$ cat src/rtl/mesh_pkg.sv
// rtl/mesh_pkg.sv - shared types and helpers for the mesh result drain
// Purpose: drain FSM state encoding and the signed saturation helper.
// Ports: none (package).
package mesh_pkg;

   typedef enum logic [0:0] {
      IDLE = 1'b0,
      SEND = 1'b1
   } drain_state_t;

   // Saturate a sign-extended value to a signed dw-bit range; the result
   // is returned in the low dw bits of a 32-bit word.
   function automatic logic [31:0] sat_to_dw(input logic signed [63:0] v, input int dw);
      logic signed [63:0] hi;
      logic signed [63:0] lo;
      hi = (64'sd1 <<< (dw - 1)) - 64'sd1;
      lo = -hi - 64'sd1;
      if (v > hi)
         return hi[31:0];
      else if (v < lo)
         return lo[31:0];
      else
         return v[31:0];
   endfunction

endpackage

$ cat src/rtl/result_fifo.sv
// rtl/result_fifo.sv - result-vector FIFO for the mesh drain
// Purpose: DEPTH-entry storage of whole result vectors, with the head and
//          the entry behind it visible combinationally.
// Ports: clk, rst (sync, active-high), clr (flush), wr_en/wr_data (push),
//        rd_en (pop head), head, next_head, count, full, empty.
module result_fifo #(
   parameter int DEPTH = 4,
   parameter int W     = 32,
   parameter int CNT_W = 3
) (
   input  logic             clk,
   input  logic             rst,
   input  logic             clr,
   input  logic             wr_en,
   input  logic [W-1:0]     wr_data,
   input  logic             rd_en,
   output logic [W-1:0]     head,
   output logic [W-1:0]     next_head,
   output logic [CNT_W-1:0] count,
   output logic             full,
   output logic             empty
);

   localparam int AW = $clog2(DEPTH);

   logic [W-1:0]  mem [DEPTH];
   logic [AW-1:0] wr_ptr;
   logic [AW-1:0] rd_ptr;

   always_ff @(posedge clk) begin
      if (rst || clr) begin
         wr_ptr <= '0;
         rd_ptr <= '0;
         count  <= '0;
      end else begin
         if (wr_en)
            wr_ptr <= wr_ptr + AW'(1);
         if (rd_en)
            rd_ptr <= rd_ptr + AW'(1);
         case ({wr_en, rd_en})
            2'b10:   count <= count + CNT_W'(1);
            2'b01:   count <= count - CNT_W'(1);
            default: count <= count;
         endcase
      end
   end

   always_ff @(posedge clk) begin
      if (wr_en && !rst && !clr)
         mem[wr_ptr] <= wr_data;
   end

   assign head      = mem[rd_ptr];
   // Entry behind the head lets the drain start the next vector with no bubble.
   assign next_head = mem[rd_ptr + AW'(1)];
   assign full      = (count == CNT_W'(DEPTH));
   assign empty     = (count == '0);

endmodule

$ cat src/rtl/result_drain.sv
// rtl/result_drain.sv - buffers mesh result vectors and serialises them row by row
// Purpose: capture result vectors on res_valid, queue up to DEPTH of them and
//          stream one row per beat on a valid/ready interface; drops are flagged
//          in a sticky overflow bit because the mesh cannot stall.
// Config macro: RESULT_DRAIN_SAT_EN (out_data saturated to signed DW bits).
// Ports: clk, rst (sync, active-high), clr (flush), res_valid, result_flat,
//        out_valid, out_ready, out_data, out_row, out_last, fifo_count, overflow.
module result_drain
   import mesh_pkg::*;
#(
   parameter int DW    = 8,
   parameter int ROWS  = 2,
   parameter int ROW_W = 1,
   parameter int DEPTH = 4,
   parameter int CNT_W = 3
) (
   input  logic                 clk,
   input  logic                 rst,
   input  logic                 clr,
   input  logic                 res_valid,
   input  logic [ROWS*2*DW-1:0] result_flat,
   output logic                 out_valid,
   input  logic                 out_ready,
`ifdef RESULT_DRAIN_SAT_EN
   output logic [DW-1:0]        out_data,
`else
   output logic [2*DW-1:0]      out_data,
`endif
   output logic [ROW_W-1:0]     out_row,
   output logic                 out_last,
   output logic [CNT_W-1:0]     fifo_count,
   output logic                 overflow
);

   localparam int RW = 2 * DW;
   localparam int VW = ROWS * RW;
`ifdef RESULT_DRAIN_SAT_EN
   localparam int OW = DW;
`else
   localparam int OW = RW;
`endif

   drain_state_t   state;
   logic [VW-1:0]  head;
   logic [VW-1:0]  next_head;
   logic           full;
   logic           empty;
   logic           accept;
   logic           pop;
   logic           push;

   assign accept = out_valid && out_ready;
   assign pop    = accept && out_last;
   // A pop in the same cycle frees a slot, so a full FIFO can still accept.
   assign push   = res_valid && !rst && !clr && (!full || pop);

   result_fifo #(
      .DEPTH (DEPTH),
      .W     (VW),
      .CNT_W (CNT_W)
   ) u_fifo (
      .clk       (clk),
      .rst       (rst),
      .clr       (clr),
      .wr_en     (push),
      .wr_data   (result_flat),
      .rd_en     (pop),
      .head      (head),
      .next_head (next_head),
      .count     (fifo_count),
      .full      (full),
      .empty     (empty)
   );

   // Row extraction plus optional saturation, applied as the FIFO is read.
   function automatic logic [OW-1:0] fmt_row(input logic [VW-1:0] vec, input logic [ROW_W-1:0] r);
      logic [RW-1:0] raw;
`ifdef RESULT_DRAIN_SAT_EN
      logic [31:0]   s;
`endif
      raw = vec[r*RW +: RW];
`ifdef RESULT_DRAIN_SAT_EN
      s = sat_to_dw(64'(signed'(raw)), DW);
      return s[OW-1:0];
`else
      return raw;
`endif
   endfunction

   localparam logic [ROW_W-1:0] LAST_ROW = ROW_W'(ROWS - 1);

   always_ff @(posedge clk) begin
      if (rst || clr) begin
         state     <= IDLE;
         out_valid <= 1'b0;
         out_data  <= '0;
         out_row   <= '0;
         out_last  <= 1'b0;
      end else begin
         case (state)
            IDLE: begin
               if (!empty) begin
                  state     <= SEND;
                  out_valid <= 1'b1;
                  out_data  <= fmt_row(head, '0);
                  out_row   <= '0;
                  out_last  <= (LAST_ROW == '0);
               end else if (push) begin
                  // Bypass: the vector is written this edge, so read it from the input.
                  state     <= SEND;
                  out_valid <= 1'b1;
                  out_data  <= fmt_row(result_flat, '0);
                  out_row   <= '0;
                  out_last  <= (LAST_ROW == '0);
               end
            end
            SEND: begin
               if (accept) begin
                  if (!out_last) begin
                     out_data <= fmt_row(head, out_row + ROW_W'(1));
                     out_row  <= out_row + ROW_W'(1);
                     out_last <= ((out_row + ROW_W'(1)) == LAST_ROW);
                  end else if (fifo_count > CNT_W'(1)) begin
                     out_data <= fmt_row(next_head, '0);
                     out_row  <= '0;
                     out_last <= (LAST_ROW == '0);
                  end else if (push) begin
                     out_data <= fmt_row(result_flat, '0);
                     out_row  <= '0;
                     out_last <= (LAST_ROW == '0);
                  end else begin
                     state     <= IDLE;
                     out_valid <= 1'b0;
                     out_data  <= '0;
                     out_row   <= '0;
                     out_last  <= 1'b0;
                  end
               end
            end
            default: state <= IDLE;
         endcase
      end
   end

   always_ff @(posedge clk) begin
      if (rst || clr)
         overflow <= 1'b0;
      else if (res_valid && full && !pop)
         overflow <= 1'b1;
   end

endmodule

$ cat config.mk
export PLATFORM = sky130hd
export DESIGN_NAME = result_drain
export DESIGN_NICKNAME = d
export VERILOG_FILES = /design/src/rtl/mesh_pkg.sv /design/src/rtl/result_fifo.sv /design/src/rtl/result_drain.sv
export SDC_FILE = /design/constraint.sdc
export NUM_CORES = 1
export LEC_CHECK = 0
export CAP_MARGIN = 20
export CELL_PAD_IN_SITES_DETAIL_PLACEMENT = 1
export CELL_PAD_IN_SITES_GLOBAL_PLACEMENT = 2
export CORE_ASPECT_RATIO = 1.75
export CORE_MARGIN = 2
export CORE_UTILIZATION = 43
export CTS_CLUSTER_SIZE = 14
export DETAILED_ROUTE_END_ITERATION = 8
export GPL_ROUTABILITY_DRIVEN = 0
export PLACE_DENSITY = 0.86
export SLEW_MARGIN = 20
export SYNTH_ARGS = -nofsm -noshare
export SYNTH_HDL_FRONTEND = slang
export SYNTH_SLANG_ARGS = --single-unit
$ cat constraint.sdc
create_clock -name clk -period 2.9 [get_ports clk]
set_input_delay 0.58 -clock clk [delete_from_list [all_inputs] [get_ports clk]]
set_output_delay 0.58 -clock clk [all_outputs]
set_load 0.05 [all_outputs]
==> results.md, run 1 <==
* Status: finished clean
* Initial drt markers at 387
* Hold_buf cts at 0
* Pre-Repair DR Iteration Count at 5
* CTS tree: built
* Worst-Skew Late Latency at 0.43 ns
* Via count at 4491
* Cell area after synthesis at roughly 0.007 mm2
* FILL cells at ~1500
* Core ar. at 0.0162 mm2
* Ant. Diodes at 0
* Max stage delay on crit path at ~0.91 ns
* Clock sinks at ~160
* RSZ-0062 raised after global routing: false
* HP Class: reg2reg
* H-tree depth at 4
* Synthesized flop and latch total at approximately 160
* Critical path class: reg2out
* Vias in the first global route at 4965
* Avg Vias per Cell at approximately 6.3
* Buffers and inverters on the worst path at 1
* CTS buffer count at 17
* Synth cell types at 46
* IO Count at 60
* Rows at 62
* Post-CTS sizing at 0
* Horiz. Die Dim at 101 um
* Seq/Total Area, Yosys at 0.628
* Final setup violation count at 0
* Leak pwr at 0.00265 uW
* Max Cap Viol at 0
* YS warnings at 0
* Crit path max fanout at 11
* Area Growth Syn to Fin at 20.7%
* Layout Nets at 556
* Achievable Freq at 387 MHz
* Layout cells sized above 1 at 0.201
* Final WL at ~18 mm
* DRC Markers at 0
* Mapped Avg Cell Area at between 15 and 20 um2
* Worst slew margin at 0.559
* Startpoint Class: register
* Final period utilization at 0.891
* Initial antenna violation count at 0
* Gr ovfl total at 0
* Hold_ws at 0.474 ns
* Synth async-reset ratio at 0
* Setup TNS at 0 ns
* Critical Path RT at 2.32 ns
* CP delay by family, top: buffers and inverters
* Routed length per instance at 25.7 um
* Max stage delay cell, worst path: clkdlybuf4s50_1
* Die ar. at roughly 0.017 mm2
* CP endpoint kind: output port
* Global-route wire length before repair at roughly 29 mm
* Initial core utilization at 0.435
* Number of port buffers at 59
* Crit-path cells: clkdlybuf4s50_1
* Fin Clk Skew at 0.0112 ns
* CTS root buf: clkbuf_16
* Setup WS post-layout at 0.316 ns
* Clock slew seen by the registers of the worst setup and hold paths at 0.07 ns
* Largest net degree at the start of global routing at 33
* Cell count after synthesis at 438
* Syn_nets at ~480
* Setup WS pre-CTS at 0.151 ns
* Pwr dens at ~580 mW/mm2
* Worst-Margin Slew at 0.661 ns
* Dominant synthesized flop cell: edfxtp_1
* EDFF count, synth at 128
* GRT Overall Usage at 0.222
* WP data arrival at 2.00 ns
* Die height at 173 um
* Antenna-violating nets left at 0
* Fin. max-slew vios at 0
* Final Util at 0.525
* Max VDD drop at between 300 and 400 uV
* Clock Path Buffers at 2
* Tmin final at 2.58 ns
* Post-CTS Setup Inserts at 0
* Post-DP HPWL at about 12 mm
* Final hold violation count at 0
==> final timing paths <==
| path | startpoint | end | slack, ns | cells after the start |
|---|---|---|---|---|
| max | u_fifo.count[2]$_SDFFE_PP0P_ | fifo_count[2] | 0.32 | 1 |
| min | overflow$_SDFFE_PP0P_ | overflow$_SDFFE_PP0P_ | 0.47 | 2 |
| max reg2reg | u_fifo.rd_ptr[0]$_SDFFE_PP0N_ | out_data[12]$_SDFFE_PP0P_ | 0.67 | 5 |
| min reg2reg | overflow$_SDFFE_PP0P_ | overflow$_SDFFE_PP0P_ | 0.47 | 2 |
==> logic make-up after synthesis <==
family,Yosys count,synth area share
muxes,66,0.151
and+or+nand+nor,47,0.0520
xor gates and xnor gates,5,0.00621
buffers and inverters,42,0.0350
AOI/OAI and AO/OA,112,0.113
DFF,157,0.628
adders and majority gates,9,0.0160
==> report_power, final <==
group          internal, uW  switching (uW)
Sequential             2470            16.4
Combinational           117             176
Clock                  1280             899
==> routing by layer <==
layer | up-vias | routed length, um | GRT usage
li1 | 1944 | - | -
met1 | 2342 | 7020 | 0.272
met2 | 176 | 10100 | 0.386
met3 | 29 | 775 | 0.0359
met4 | 0 | 475 | 0.0885
met5 | - | 0 | 0
==> synth_stat cells (11+ instances only) <==
| cell | count | share of area |
|---|---|---|
| nor2_1 | 13 | 0.0069 |
| a221oi_1 | 30 | 0.037 |
| nor4b_2 | 11 | 0.023 |
| a21boi_0 | 15 | 0.016 |
| a21oi_1 | 20 | 0.014 |
| o21ai_0 | 17 | 0.012 |
| mux2i_1 | 34 | 0.048 |
| dfxtp_1 | 29 | 0.082 |
| o31ai_1 | 16 | 0.017 |
| mux4_2 | 32 | 0.10 |
| edfxtp_1 | 128 | 0.55 |
| clkbuf_1 | 11 | 0.0059 |
==> cell usage in the layout (no fill, tap or decap), types with 2 or more instances in the layout <==
cell type,instances
clkdlybuf4s50_1,59
mux4_2,32
mux2i_1,34
clkinv_2,2
nor4b_1,4
nor2_1,13
a21oi_1,20
xor2_1,3
o21ai_0,17
clkinvlp_4,3
buf_12,5
edfxtp_1,128
bufinv_16,2
a221oi_1,30
inv_1,7
a21boi_0,15
o21ai_1,2
ha_1,9
and3_1,3
a211o_1,2
and2_1,4
inv_2,2
clkbuf_16,17
xnor2_1,2
a211oi_1,2
buf_4,22
o31ai_1,16
clkinv_4,2
nor4b_2,11
clkbuf_1,3
nand2_1,4
inv_6,2
dfxtp_1,28
==> state kept, by name, summed over array words and instances (netlist names), named ones only <==
| register | cells |
|---|---|
| out_data | 16 |
| out_last | 1 |
| out_valid | 1 |
| overflow | 1 |
| state | 1 |
| u_fifo.count | 3 |
| u_fifo.mem | 128 |
| u_fifo.rd_ptr | 2 |
| u_fifo.wr_ptr | 2 |
==> layout make-up <==
class	instances	area (um2)	area share
Clock buffer	20	437	0.0513
Clock inverter	12	139	0.0163
Tap cell	192	240	0.0282
Multi-Input combinational cell	239	2380	0.280
Inverter	9	33.8	0.00397
Sequential cell	157	4430	0.520
Timing Repair Buffer	86	856	0.101
==> metrics by stage <==
stage | total power (uW) | area (um2) | cells
finish | 4950 | 8510 | 715
global route | 5080 | 8510 | 715
CTS | 4980 | 8510 | 715
detailed placement | 2820 | 7930 | 683
global placement | 2810 | 7930 | 683
floorplan | 2660 | 7050 | 438
(Power assumes the default switching activity.)
==> inputs of run 2 (changes only) <==
CORE_UTILIZATION = 44   (was 43)
RECOVER_POWER = 25   (was default)
SYNTH_HIERARCHICAL = 1   (was default)
==> run 2 against run 1 <==
  * Non-clock buffer count shrank 3
  * Clock skew decreased by 0.0038 ns
  * Wire length fell by 1.5%
  * First-iteration DRC count fell by 35%
  * Via count shrank 3.9%
  * Critical path depth is 1 higher
  * Flip-flop and latch count unchanged
==> results.md, run 2 <==
* Status: finished clean (unchanged)
* Core ar. at 0.0159 mm2 (was 0.0162 mm2)
* Worst-Margin Slew at 0.640 ns (was 0.661 ns)
* Top reg by flops: u_fifo/mem (was u_fifo.mem)
* HP Class: reg2reg (unchanged)
* Buffers and inverters on the worst path at 2 (was 1)
* Rows at 61 (was 62)
* Routed length per instance at 26.3 um (was 25.7 um)
* Ant. Diodes at 0 (unchanged)
* Final period utilization at 0.861 (was 0.891)
* Crit-path cells: buf_4 -> clkdlybuf4s50_1 (was clkdlybuf4s50_1)
* Combinational share of power at 0.046 (was 0.059)
* Leak pwr at 0.00287 uW (was 0.00265 uW)
* Cell area after synthesis at 0.00713 mm2 (was 0.00705 mm2)
* Reg2reg end: u_fifo/count[2]$_SDFFE_PP0P_ (was out_data[12]$_SDFFE_PP0P_)
* Clock sinks at 157 (unchanged)
* Pwr dens at 567 mW/mm2 (was 582 mW/mm2)
* Layout Nets at 529 (was 556)
* Post-CTS Setup Inserts at 0 (unchanged)
* Hold_buf cts at 0 (unchanged)
* Sw frac at 0.237 (was 0.220)
* Max stage delay on crit path at 0.87 ns (was 0.91 ns)
* Startpoint Class: register (unchanged)
* Post-DP HPWL at 11.0 mm (was 11.8 mm)
* Max Cap Viol at 0 (unchanged)
* R2r setup slk at 0.42 ns (was 0.67 ns)
* Pre-Repair DR Iteration Count at 4 (was 5)
* Initial drt markers at 250 (was 387)
* Layout cells sized above 1 at 0.234 (was 0.201)
* CP endpoint: fifo_count[1] (was fifo_count[2])
* Die height at 172 um (was 173 um)
* Setup TNS at 0 ns (unchanged)
* Fin Clk Skew at 0.00745 ns (was 0.0112 ns)
* Initial core utilization at 0.449 (was 0.435)
* Final WL at 18.1 mm (was 18.4 mm)
* Number of port buffers at 59 (unchanged)
* Critical Path RT at 2.32 ns (about the same)
* Final setup violation count at 0 (unchanged)
* Max reg flops at 128 (unchanged)
* Global-route wire length before repair at 28.2 mm (was 28.8 mm)
* Antenna-violating nets left at 0 (unchanged)
* Area Growth Syn to Fin at 19.5% (was 20.7%)
* Most frequent cells in the layout: 128 x edfxtp_1, 45 x mux4_2, 37 x clkdlybuf4s50_1, 33 x o21ai_0, 28 x dfxtp_1 (was 128 x edfxtp_1, 59 x clkdlybuf4s50_1, 34 x mux2i_1, 32 x mux4_2, 30 x a221oi_1)
* Vias in the first global route at 4752 (was 4965)
* Die ar. at 0.0173 mm2 (was 0.0175 mm2)
* Max VDD drop at 386 uV (was 392 uV)
* Clock Path Buffers at 2 (unchanged)
* Final hold violation count at 0 (unchanged)
* WP data arrival at 1.92 ns (was 2.00 ns)
* CP delay by family, top: buffers and inverters (unchanged)
* Clock slew seen by the registers of the worst setup and hold paths at 0.07 ns (about the same)
* Flop pwr share at 0.509 (was 0.501)
* CTS root buf: clkbuf_16 (unchanged)
* Post-route cell area at 0.00852 mm2 (was 0.00851 mm2)
* Max stage delay cell, worst path: clkdlybuf4s50_1 (unchanged)
* H-tree depth at 4 (unchanged)
* Commonest non-fill, non-tap cell in the layout: edfxtp_1 (unchanged)
* Setup WS pre-CTS at 0.0359 ns (was 0.151 ns)
* Syn_nets at 464 (was 484)
* CTS tree: built (unchanged)
* Clock share of power at 0.446 (was 0.439)
* Crit path max fanout at 20 (was 11)
* Worst slew margin at 0.573 (was 0.559)
* Largest net degree at the start of global routing at 54 (was 33)
* Achievable Freq at 401 MHz (was 387 MHz)
* Placed cell areas at 0.00795 mm2 (was 0.00793 mm2)
* Critical path class: reg2out (unchanged)
* CP endpoint kind: output port (unchanged)
* Top Registers: u_fifo/mem x128, out_data x16, u_fifo/count x3 (was u_fifo.mem x128, out_data x16, u_fifo.count x3)
* DRC Markers at 0 (unchanged)
* Initial antenna violation count at 0 (unchanged)
* GRT Overall Usage at 0.224 (was 0.222)
* Critical path depth in cells at 2 (was 1)
* CTS buffer count at 17 (unchanged)
* Avg Vias per Cell at 6.27 (was 6.28)
* FILL cells at 1469 (was 1527)
* Worst-Skew Late Latency at 0.42 ns (was 0.43 ns)
* Cell count after synthesis at 421 (was 438)
* Depth of the worst register-to-register path at 12 (was 5)
* Worst R2R Start: u_fifo/count[0]$_SDFFE_PP0P_ (was u_fifo.rd_ptr[0]$_SDFFE_PP0N_)
* Tmin final at 2.50 ns (was 2.58 ns)
* Switching pwr at 1140 uW (was 1090 uW)
* Int Pwr at 3690 uW (was 3860 uW)
* CP Launch Point: u_fifo/count[1]$_SDFFE_PP0P_ (was u_fifo.count[2]$_SDFFE_PP0P_)
* YS warnings at 6 (was 0)
* IO Count at 60 (unchanged)
* Fin. max-slew vios at 0 (unchanged)
* Gr ovfl total at 0 (unchanged)
* Mapped Avg Cell Area at 16.9 um2 (was 16.1 um2)
* Setup WS post-layout at 0.404 ns (was 0.316 ns)
* RSZ-0062 raised after global routing: false (unchanged)
* Horiz. Die Dim at 100 um (was 101 um)
* Via count at 4315 (was 4491)
* Post-CTS sizing at 0 (unchanged)
run 2: area by class of cell:
type,count,area [um2],area share
flip-flops and latches,157,4430,0.519
multi-input cells,218,2400,0.282
repair buffers,83,853,0.100
clock buffers,17,425,0.0499
well taps,189,236,0.0278
clock inverters,15,146,0.0172
inverters,9,33.8,0.00397
run 2: how the worst min path moves through the flow:
stage,startpoint,to,slack (ns),depth (start not counted)
floorplan,u_fifo/wr_ptr[1]$_SDFFE_PP0P_,u_fifo/wr_ptr[1]$_SDFFE_PP0P_,0.51,2
global placement,overflow$_SDFFE_PP0P_,overflow$_SDFFE_PP0P_,0.48,2
detailed placement,overflow$_SDFFE_PP0P_,overflow$_SDFFE_PP0P_,0.47,2
CTS,overflow$_SDFFE_PP0P_,overflow$_SDFFE_PP0P_,0.49,2
global route,overflow$_SDFFE_PP0P_,overflow$_SDFFE_PP0P_,0.52,2
finish,overflow$_SDFFE_PP0P_,overflow$_SDFFE_PP0P_,0.48,2
run 2: stage by stage:
| stage | hold slack, ns | instances | utilization | power (uW) |
|---|---|---|---|---|
| detailed placement | 0.474 | 656 | 0.501 | 2730 |
| finish | 0.482 | 688 | 0.537 | 4830 |
| CTS | 0.492 | 688 | 0.537 | 4880 |
| global route | 0.522 | 688 | 0.537 | 4970 |
| global placement | 0.482 | 656 | 0.501 | 2720 |
| floorplan | 0.514 | 421 | - | 2600 |
run 2: metal layers:
layer,GRT usage,share of wire
met3,0.0344,0.038
met4,0.105,0.021
met2,0.395,0.56
met1,0.265,0.38
met5,0,0
run 2: worst register-to-register path, delay by kind of cell (launching register included):
family,cells,cell delay (ns)
compound gates,2,0.39
flops,1,0.35
fa+ha+maj,2,0.55
xor+xnor,1,0.16
simple gates,2,0.52
buf+inv,5,0.44
run 2: power groups by stage:
| stage | registers, uW | logic, uW | clock network [uW] |
|---|---|---|---|
| after floorplan | 2530 | 73.5 | 0 |
| after detailed placement | 2510 | 225 | 0 |
| after global placement | 2510 | 217 | 0 |
| after CTS | 2460 | 227 | 2200 |
| final | 2460 | 220 | 2150 |
| after global routing | 2460 | 234 | 2280 |
